File: src/rtl/mem_access_stage_if.sv
// Data-memory request/acknowledge bus between the MEM stage and data memory.
// Master issues req/we/addr/wstrb/wdata; slave answers with ack and rdata.
interface mem_access_stage_if;
  logic        req;
  logic        we;
  logic [31:0] addr;
  logic [3:0]  wstrb;
  logic [31:0] wdata;
  logic        ack;
  logic [31:0] rdata;

  modport master (output req, we, addr, wstrb, wdata, input ack, rdata);
  modport slave  (input req, we, addr, wstrb, wdata, output ack, rdata);
endinterface

File: src/rtl/mem_access_stage.sv
// RV32I memory-access stage: decodes loads/stores, runs one req/ack transaction
// per access while stalling upstream, and produces the MEM/WB write-back value.
module mem_access_stage (
  input  logic                 clk,
  input  logic                 rst_n,
  input  logic                 ex_valid,
  input  logic [31:0]          ex_pc,
  input  logic [31:0]          ex_inst,
  input  logic [31:0]          ex_alu_result,
  input  logic [31:0]          ex_rs2_data,
  input  logic                 ex_rf_we,
  mem_access_stage_if.master   dmem,
  output logic                 mem_stall,
  output logic [31:0]          mem_pc,
  output logic [31:0]          mem_inst,
  output logic                 mem_rf_we,
  output logic [31:0]          mem_rf_wd,
  output logic                 misalign_exc
);

  typedef enum logic [1:0] {IDLE, BUSY, DONE} state_t;

  state_t      state;
  logic        req_q;
  logic        we_q;
  logic [31:0] addr_q;
  logic [3:0]  strb_q;
  logic [31:0] wdata_q;
  logic [31:0] load_q;

  function automatic logic [3:0] store_strb(input logic [1:0] sz, input logic [1:0] off);
    case (sz)
      2'b00:   return 4'b0001 << off;
      2'b01:   return off[1] ? 4'b1100 : 4'b0011;
      default: return 4'b1111;
    endcase
  endfunction

  function automatic logic [31:0] store_data(input logic [1:0] sz, input logic [31:0] rs2);
    case (sz)
      2'b00:   return {4{rs2[7:0]}};
      2'b01:   return {2{rs2[15:0]}};
      default: return rs2;
    endcase
  endfunction

  function automatic logic [31:0] load_ext(input logic [2:0] f3, input logic [1:0] off,
                                           input logic [31:0] rdata);
    logic [7:0]  b;
    logic [15:0] h;
    b = 8'(rdata >> {off, 3'b000});
    h = off[1] ? rdata[31:16] : rdata[15:0];
    case (f3)
      3'b000:  return {{24{b[7]}}, b};
      3'b100:  return {24'b0, b};
      3'b001:  return {{16{h[15]}}, h};
      3'b101:  return {16'b0, h};
      default: return rdata;
    endcase
  endfunction

  logic [6:0] opcode;
  logic [2:0] funct3;
  logic [4:0] rd;
  logic [1:0] off;
  logic       is_load, is_store, legal, aligned, illegal_mem, misaligned, mem_op;

  assign opcode   = ex_inst[6:0];
  assign funct3   = ex_inst[14:12];
  assign rd       = ex_inst[11:7];
  assign off      = ex_alu_result[1:0];
  assign is_load  = (opcode == 7'b0000011);
  assign is_store = (opcode == 7'b0100011);
  assign legal    = (is_load  && (funct3 inside {3'b000, 3'b001, 3'b010, 3'b100, 3'b101})) ||
                    (is_store && (funct3 inside {3'b000, 3'b001, 3'b010}));
  assign aligned  = (funct3[1:0] == 2'b00) ||
                    (funct3[1:0] == 2'b01 && !off[0]) ||
                    (off == 2'b00);

  // Unknown funct3 on a load/store opcode is squashed silently: no access, no write, no trap.
  assign illegal_mem = (is_load || is_store) && !legal;
  assign misaligned  = ex_valid && legal && !aligned;
  assign mem_op      = ex_valid && legal && aligned;

  assign mem_stall    = (state == BUSY) || (state == IDLE && mem_op);
  assign misalign_exc = misaligned && (state == IDLE);
  assign mem_pc       = ex_pc;
  assign mem_inst     = ex_inst;
  assign mem_rf_wd    = (state == DONE && is_load) ? load_q : ex_alu_result;
  assign mem_rf_we    = ex_valid && ex_rf_we && !is_store && !misaligned && !illegal_mem &&
                        (rd != 5'd0) && !(mem_op && state != DONE);

  assign dmem.req   = req_q;
  assign dmem.we    = we_q;
  assign dmem.addr  = addr_q;
  assign dmem.wstrb = strb_q;
  assign dmem.wdata = wdata_q;

  // IDLE -> BUSY launches the request; ack in BUSY captures load data; DONE lets EX/MEM advance.
  always_ff @(posedge clk or negedge rst_n) begin
    if (!rst_n) begin
      state   <= IDLE;
      req_q   <= 1'b0;
      we_q    <= 1'b0;
      addr_q  <= 32'd0;
      strb_q  <= 4'd0;
      wdata_q <= 32'd0;
      load_q  <= 32'd0;
    end else begin
      case (state)
        IDLE: if (mem_op) begin
          req_q   <= 1'b1;
          we_q    <= is_store;
          addr_q  <= {ex_alu_result[31:2], 2'b00};
          strb_q  <= is_store ? store_strb(funct3[1:0], off) : 4'b0000;
          wdata_q <= store_data(funct3[1:0], ex_rs2_data);
          state   <= BUSY;
        end
        BUSY: if (dmem.ack) begin
          req_q  <= 1'b0;
          load_q <= load_ext(funct3, off, dmem.rdata);
          state  <= DONE;
        end
        DONE:    state <= IDLE;
        default: state <= IDLE;
      endcase
    end
  end

endmodule

File: src/flat_wrapper.sv
// flat-port wrapper written by rule: the top's interface ports become plain ports
module mem_access_stage_flat 
  (clk, rst_n, ex_valid, ex_pc, ex_inst, ex_alu_result, ex_rs2_data, ex_rf_we, mem_stall, mem_pc, mem_inst, mem_rf_we, mem_rf_wd, misalign_exc, dmem_req, dmem_we, dmem_addr, dmem_wstrb, dmem_wdata, dmem_ack, dmem_rdata);
  mem_access_stage_if dmem_i ();
  input  logic clk;
  input  logic rst_n;
  input  logic ex_valid;
  input  logic [31:0] ex_pc;
  input  logic [31:0] ex_inst;
  input  logic [31:0] ex_alu_result;
  input  logic [31:0] ex_rs2_data;
  input  logic ex_rf_we;
  output logic mem_stall;
  output logic [31:0] mem_pc;
  output logic [31:0] mem_inst;
  output logic mem_rf_we;
  output logic [31:0] mem_rf_wd;
  output logic misalign_exc;
  output wire logic [$bits(dmem_i.req)-1:0] dmem_req;
  output wire logic [$bits(dmem_i.we)-1:0] dmem_we;
  output wire logic [$bits(dmem_i.addr)-1:0] dmem_addr;
  output wire logic [$bits(dmem_i.wstrb)-1:0] dmem_wstrb;
  output wire logic [$bits(dmem_i.wdata)-1:0] dmem_wdata;
  input wire logic [$bits(dmem_i.ack)-1:0] dmem_ack;
  input wire logic [$bits(dmem_i.rdata)-1:0] dmem_rdata;
  assign dmem_req = dmem_i.req;
  assign dmem_we = dmem_i.we;
  assign dmem_addr = dmem_i.addr;
  assign dmem_wstrb = dmem_i.wstrb;
  assign dmem_wdata = dmem_i.wdata;
  assign dmem_i.ack = dmem_ack;
  assign dmem_i.rdata = dmem_rdata;
  mem_access_stage u_core (.clk(clk), .rst_n(rst_n), .ex_valid(ex_valid), .ex_pc(ex_pc), .ex_inst(ex_inst), .ex_alu_result(ex_alu_result), .ex_rs2_data(ex_rs2_data), .ex_rf_we(ex_rf_we), .dmem(dmem_i), .mem_stall(mem_stall), .mem_pc(mem_pc), .mem_inst(mem_inst), .mem_rf_we(mem_rf_we), .mem_rf_wd(mem_rf_wd), .misalign_exc(misalign_exc));
endmodule
File: config.mk
export PLATFORM = sky130hd
export DESIGN_NAME = mem_access_stage_flat
export DESIGN_NICKNAME = d
export VERILOG_FILES = /design/src/rtl/mem_access_stage_if.sv /design/src/rtl/mem_access_stage.sv /design/src/flat_wrapper.sv
export SDC_FILE = /design/constraint.sdc
export NUM_CORES = 1
export LEC_CHECK = 0
export CAP_MARGIN = 20
export CORE_MARGIN = 10
export CORE_UTILIZATION = 38
export DETAILED_ROUTE_END_ITERATION = 8
export GPL_TIMING_DRIVEN = 0
export PLACE_DENSITY = 0.87
export SETUP_SLACK_MARGIN = 0.3
export SYNTH_ARGS = -nofsm -noshare
export SYNTH_HDL_FRONTEND = slang
export SYNTH_SLANG_ARGS = --single-unit
File: constraint.sdc
create_clock -name clk -period 2.5 [get_ports clk]
set_input_delay 0.5 -clock clk [delete_from_list [all_inputs] [get_ports clk]]
set_output_delay 0.5 -clock clk [all_outputs]
set_load 0.1 [all_outputs]
---- Word level (Yosys, flattened, before mapping) ----
Cells that the tools add are included.
cells by class
  $add $sub $neg .......................... 0
  multiply operators ...................... 0
  div/mod/pow operators ................... 0
  order comparisons ....................... 0
  equal/unequal tests ..................... 12
  shifts and indexed selects .............. 2
  multiplexer cells ....................... 13
  bitwise gates (word level) .............. 0
  reduce and logical (&&, ||, !) cells .... 41
operators with widths
  operator               number
  $pmux W32 S4           1
  $pmux W32 S2           1
  $mux W32               1
  $shr A32 B5 Y8         1
  $logic_and A1 B1 Y1    17
  $mux W16               1
  $reduce_bool A5 Y1     2
  $mux W4                2
  $pmux W4 S2            1
  $eq A7 B2 Y1 const B   1
  $eq A7 B6 Y1 const B   1
  $logic_not A1 Y1       7
  $eq A3 B3 Y1 const B   2
  $logic_not A2 Y1       3
  $reduce_and A2 Y1      3
  $logic_or A1 B1 Y1     5
  $eq A2 B1 Y1 const B   2
  $mux W2                2
  $ne A2 B2 Y1 const B   2
  $pmux W2 S2            1
  $shl A1 B2 Y4 const A  1
  $eq A3 B1 Y1 const B   1
  $eq A3 B2 Y1 const B   1
  $logic_not A3 Y1       1
  7 further kinds        8
word-level totals
  register bits ........................... 102
  latch bits .............................. 0
  bits in writable memories ............... 0
  ROM bits ................................ 0
  input port bits ......................... 165
  output and inout port bits .............. 169
  word-level logic and storage cells ...... 75
  memories kept ........................... 0

---- Logic depth before layout (Yosys ltp) ----
  depth after elaboration ................. 11
  gate-level depth with buffers ........... 7
  depth with buffers taken out ............ 4

---- Least setup slack after synthesis ----
OpenSTA, ideal clock, no wires.
  kind .................................... input to output
  from .................................... input port ex_inst[13]
  to ...................................... output port mem_stall
  arrival time ............................ 2,694 ps
  required time ........................... 2,000 ps
  slack ................................... -694 ps
  cell stages on the path ................. 6
  buffers on the path ..................... 2
  path through ............................ buf_2 -> nor2_1 -> buf_2 -> nor2_1 -> o21ai_1 -> nor2b_1
between the ends
  longest elaborated chain between the ends .. 8
  elaborated cells between the ends (all ways) .. 19
  classes of those cells .................. eq/ne: 5; reduce/logical: 14
RTL lines
  item                                                             RTL line                                        text
  from (decl)                                                      flat_wrapper.sv:9                               input logic [31:0] ex_inst;
  $eq A3 B1 Y1 (tied with other cells)                             mem_access_stage.sv:74, mem_access_stage.sv:75
  $reduce_bool A5 Y1 / $reduce_bool A3 Y1 (equally long branches)  mem_access_stage.sv:74, mem_access_stage.sv:75
  $logic_and A1 B1 Y1 (on tied branches)                           mem_access_stage.sv:74, mem_access_stage.sv:75
  $logic_or A1 B1 Y1                                               mem_access_stage.sv:74                          assign legal = (is_load && (funct3 inside {3'b000, 3'b001, 3'b010, 3'b100, 3'b101})) ||
  $logic_and A1 B1 Y1                                              mem_access_stage.sv:83                          assign mem_op = ex_valid && legal && aligned;
  $logic_and A1 B1 Y1 (*)                                          mem_access_stage.sv:83
  $logic_and A1 B1 Y1 (*)                                          mem_access_stage.sv:85                          assign mem_stall = (state == BUSY) || (state == IDLE && mem_op);
  $logic_or A1 B1 Y1 (*)                                           mem_access_stage.sv:85
  to (decl)                                                        flat_wrapper.sv:13                              output logic mem_stall;
Every way passes the cells marked *; elsewhere a longest branch is shown, timed or not.

---- Worst setup path in the final report ----
  from .................................... input port ex_inst[0]
  to ...................................... output port mem_rf_wd[29]
between the ends
  longest elaborated chain between the ends .. 3
RTL lines
  item                 RTL line                text
  $eq A7 B2 Y1         mem_access_stage.sv:72  assign is_load = (opcode == 7'b0000011);
  $logic_and A1 B1 Y1  mem_access_stage.sv:89  assign mem_rf_wd = (state == DONE && is_load) ? load_q : ex_alu_result;
  $mux W32             mem_access_stage.sv:89
  to (decl)            flat_wrapper.sv:17      output logic [31:0] mem_rf_wd;
No other way between the ends.

==> results.json <==
{
  "status": "completed",
  "postSynthAreaPerCell_sq_um": 11.0,
  "clock_skew_ns": 0.0113,
  "die_w_microns": 143,
  "synth_area_sq_mm": 0.00574,
  "place_ws_ns": -1.51,
  "p_int_mw": 3.06,
  "path_cells": "dlygate4sd2_1 -> and4bb_4 -> nand3_4 -> buf_12 -> buf_6 -> buf_12 -> mux2_4 -> buf_12",
  "worstPathMaxFanout": 5,
  "pwr-share-clk": 0.263,
  "grt.overflow.total": 0,
  "detailroute.via_count": 5302,
  "dieHeight_microns": 143,
  "setup_viol": 0,
  "drive_above_1_share": 0.261,
  "synth_edf_count": 0,
  "synthArstFlopShare": 1.00,
  "grt_pass1_vias": 5624,
  "swShare": 0.411,
  "r2r-start": "u_core.state[1]",
  "routed_wl_microns": 23700,
  "clock-sinks": 102,
  "gp_congestion": 0.815,
  "start_kind": "primary input",
  "pin_count": 334,
  "grt_pass1_wl_microns": 34500,
  "placed_cells_incl_taps": 984,
  "multi_input_area_sq_mm": 0.00276,
  "grt_max_degree": 54,
  "wl_per_cell_microns": 23.4,
  "cts_buffer_depth": 2,
  "yosysMostFrequentCell": "mux2_1",
  "hold_viol": 0,
  "critPathMostFrequentCell": "buf_12",
  "fillerInstances": 1157,
  "cts_root_buffer": "clkbuf_16",
  "critPathTopFamily": "buffers and inverters",
  "h-tree-depth": 3,
  "cp.arrival_ns": 1.99,
  "stdcell_count": 1012,
  "portBuffers": 278,
  "area_delta_synth_final_pct": 69.1,
  "power.switching_mw": 2.13,
  "clk_latency_ns": 0.35,
  "synth_top_area_share": 0.444,
  "p_per_area_mw_per_mm2": 535,
  "cp_slowest_cell": "mux2_4",
  "worst_pin_slew_ns": 1.08,
  "max_cap_violations": 0,
  "path_buf_inv": 5,
  "post-route-drc-count": 0,
  "hpwl_microns": 18400,
  "cts-buffers-inserted": 9,
  "startpoint": "ex_inst[0]",
  "initial_core_util": 0.391,
  "fin_ws_ns": 0.0102,
  "n_antenna_cell": 0,
  "ir_drop_mv": 0.434,
  "critPathKind": "in2out",
  "yosys.area.top_type": "dfrtp_1",
  "drv_slew": 0,
  "antenna_found_initial": 2,
  "hold_buffers": 0,
  "setup_tns_ns": 0,
  "synth_commonest_cells": "114 x mux2_1, 102 x dfrtp_1, 67 x buf_4",
  "crit_path_max_incr_delay_ns": 0.31,
  "fp-row-count": 44,
  "final_nets": 988,
  "dieArea_sq_mm": 0.0204,
  "syn_inst": 520,
  "ys_seq_elements": 102,
  "drt_iter0_drc": 196,
  "routed_via_density": 5.24,
  "yosysUniqueCellTypes": 43,
  "fin_crit_ns": 2.49,
  "first_pass_iters": 4,
  "synth_area_leaders": "dfrtp_1 44%, mux2_1 22%, buf_4 8.8%, o21ai_1 2.4%, o211ai_1 2.2%",
  "seqPwrFrac": 0.351,
  "yosysSeqAreaShare": 0.444,
  "grtUsageTotal": 0.220,
  "cp.required_ns": 2.00,
  "max_freq_mhz": 402,
  "ys.flop_type": "dfrtp_1",
  "core_area_sq_mm": 0.0147,
  "slew_headroom": 0.274,
  "seqCellArea_sq_mm": 0.00255,
  "yosys_warnings": 0,
  "cts_tree": "yes",
  "rsz0062_at_grt": "true",
  "p_leak_nw": 4.94,
  "hold_path_class": "in2async",
  "p_comb_frac": 0.387,
  "ant_nets": 0,
  "endpoint_kind": "output pin",
  "fin_crit_sh": 0.996,
  "clk_pin_slew_ns": 0.07
}
## flip-flops by register name (all words and copies together), names as in the netlist
register,count
u_core.load_q,32
u_core.dmem.addr,30
u_core.state,2
u_core.dmem.wstrb,4
u_core.dmem.we,1
u_core.dmem.req,1
u_core.dmem.wdata,32
## worst register-to-register path: stages, from the launching register on
cell and delay (ns):
dfrtp_2 0.43, buf_4 0.17, nor2_1 0.11, o21ai_1 0.17, nor2_2 0.18, buf_4 0.28, buf_6 0.20, mux2_1 0.35
## placed cells by master (no fill, tap or decap), types with 9 or more instances in the layout
master	count
a21oi_1	21
buf_12	38
buf_2	9
buf_4	74
clkbuf_1	17
clkbuf_16	9
clkdlybuf4s50_1	99
dfrtp_1	100
dlygate4sd2_1	128
mux2_1	82
mux2_4	32
nand2_1	33
o211ai_1	17
o21ai_0	12
o21ai_1	28
## power groups by stage
stage / logic (mW) / registers, mW / clock network, mW
3_5_place_dp: 2.00 / 1.85 / 0
3_3_place_gp: 1.98 / 1.85 / 0
6_report: 2.01 / 1.82 / 1.36
2_1_floorplan: 0.965 / 2.26 / 0
5_1_grt: 2.08 / 1.83 / 1.45
4_1_cts: 2.01 / 1.82 / 1.39
## cells by family after synthesis
group / count (synthesis) / share of synthesized area
muxes: 131 / 0.257
buffers and inverters: 103 / 0.117
DFF: 102 / 0.444
other: 1 / 0.000653
AOI/OAI and AO/OA: 107 / 0.117
and+or+nand+nor: 76 / 0.0643
## metal layers
| metal | share of wire | global-route usage |
|---|---|---|
| met2 | 0.51 | 0.387 |
| met5 | 0.00055 | 0 |
| met1 | 0.36 | 0.231 |
| met4 | 0.014 | 0.0532 |
| met3 | 0.12 | 0.107 |
## path summary, 6_finish.rpt
path | cells past startpoint | slack (ns) | endpoint
hold reg to reg | 1 | 0.48 | u_core.dmem.wdata[17]
max in group asynchronous | 2 | 1.59 | u_core.dmem.wdata[0]
min in group clk | 1 | 0.48 | u_core.dmem.wdata[17]
setup / recovery | 8 | 0.01 | mem_rf_wd[29]
hold / removal | 1 | 0.19 | u_core.dmem.addr[15]
setup reg to reg | 7 | 0.48 | u_core.dmem.addr[20]
## through the flow
step | utilization | instance area (sq um) | hold slack (ns) | power, mW
after global routing | 0.661 | 9710 | 0.249 | 5.37
after detailed placement | 0.607 | 8930 | 0.474 | 3.85
after floorplan | - | 5890 | 0.204 | 3.23
after CTS | 0.658 | 9670 | 0.219 | 5.22
final | 0.661 | 9710 | 0.193 | 5.19
after global placement | 0.606 | 8900 | 0.462 | 3.83
## final cells by class
class | instances | area share
Tap cell | 184 | 0.0237
Clock inverter | 4 | 0.00309
Timing Repair Buffer | 291 | 0.326
Inverter | 4 | 0.00155
Multi-Input combinational cell | 316 | 0.284
Sequential cell | 102 | 0.263
Buffer | 99 | 0.0733
Clock buffer | 12 | 0.0254
## repair_timing
item,CTS,global route
pin swaps,8,0
gates resized for setup,508,16
hold endpoints to repair,0,0
buffers inserted,9,0
endpoints found under the setup margin,193,85
gates cloned,3,0
Power figures use the tool's default switching activity.
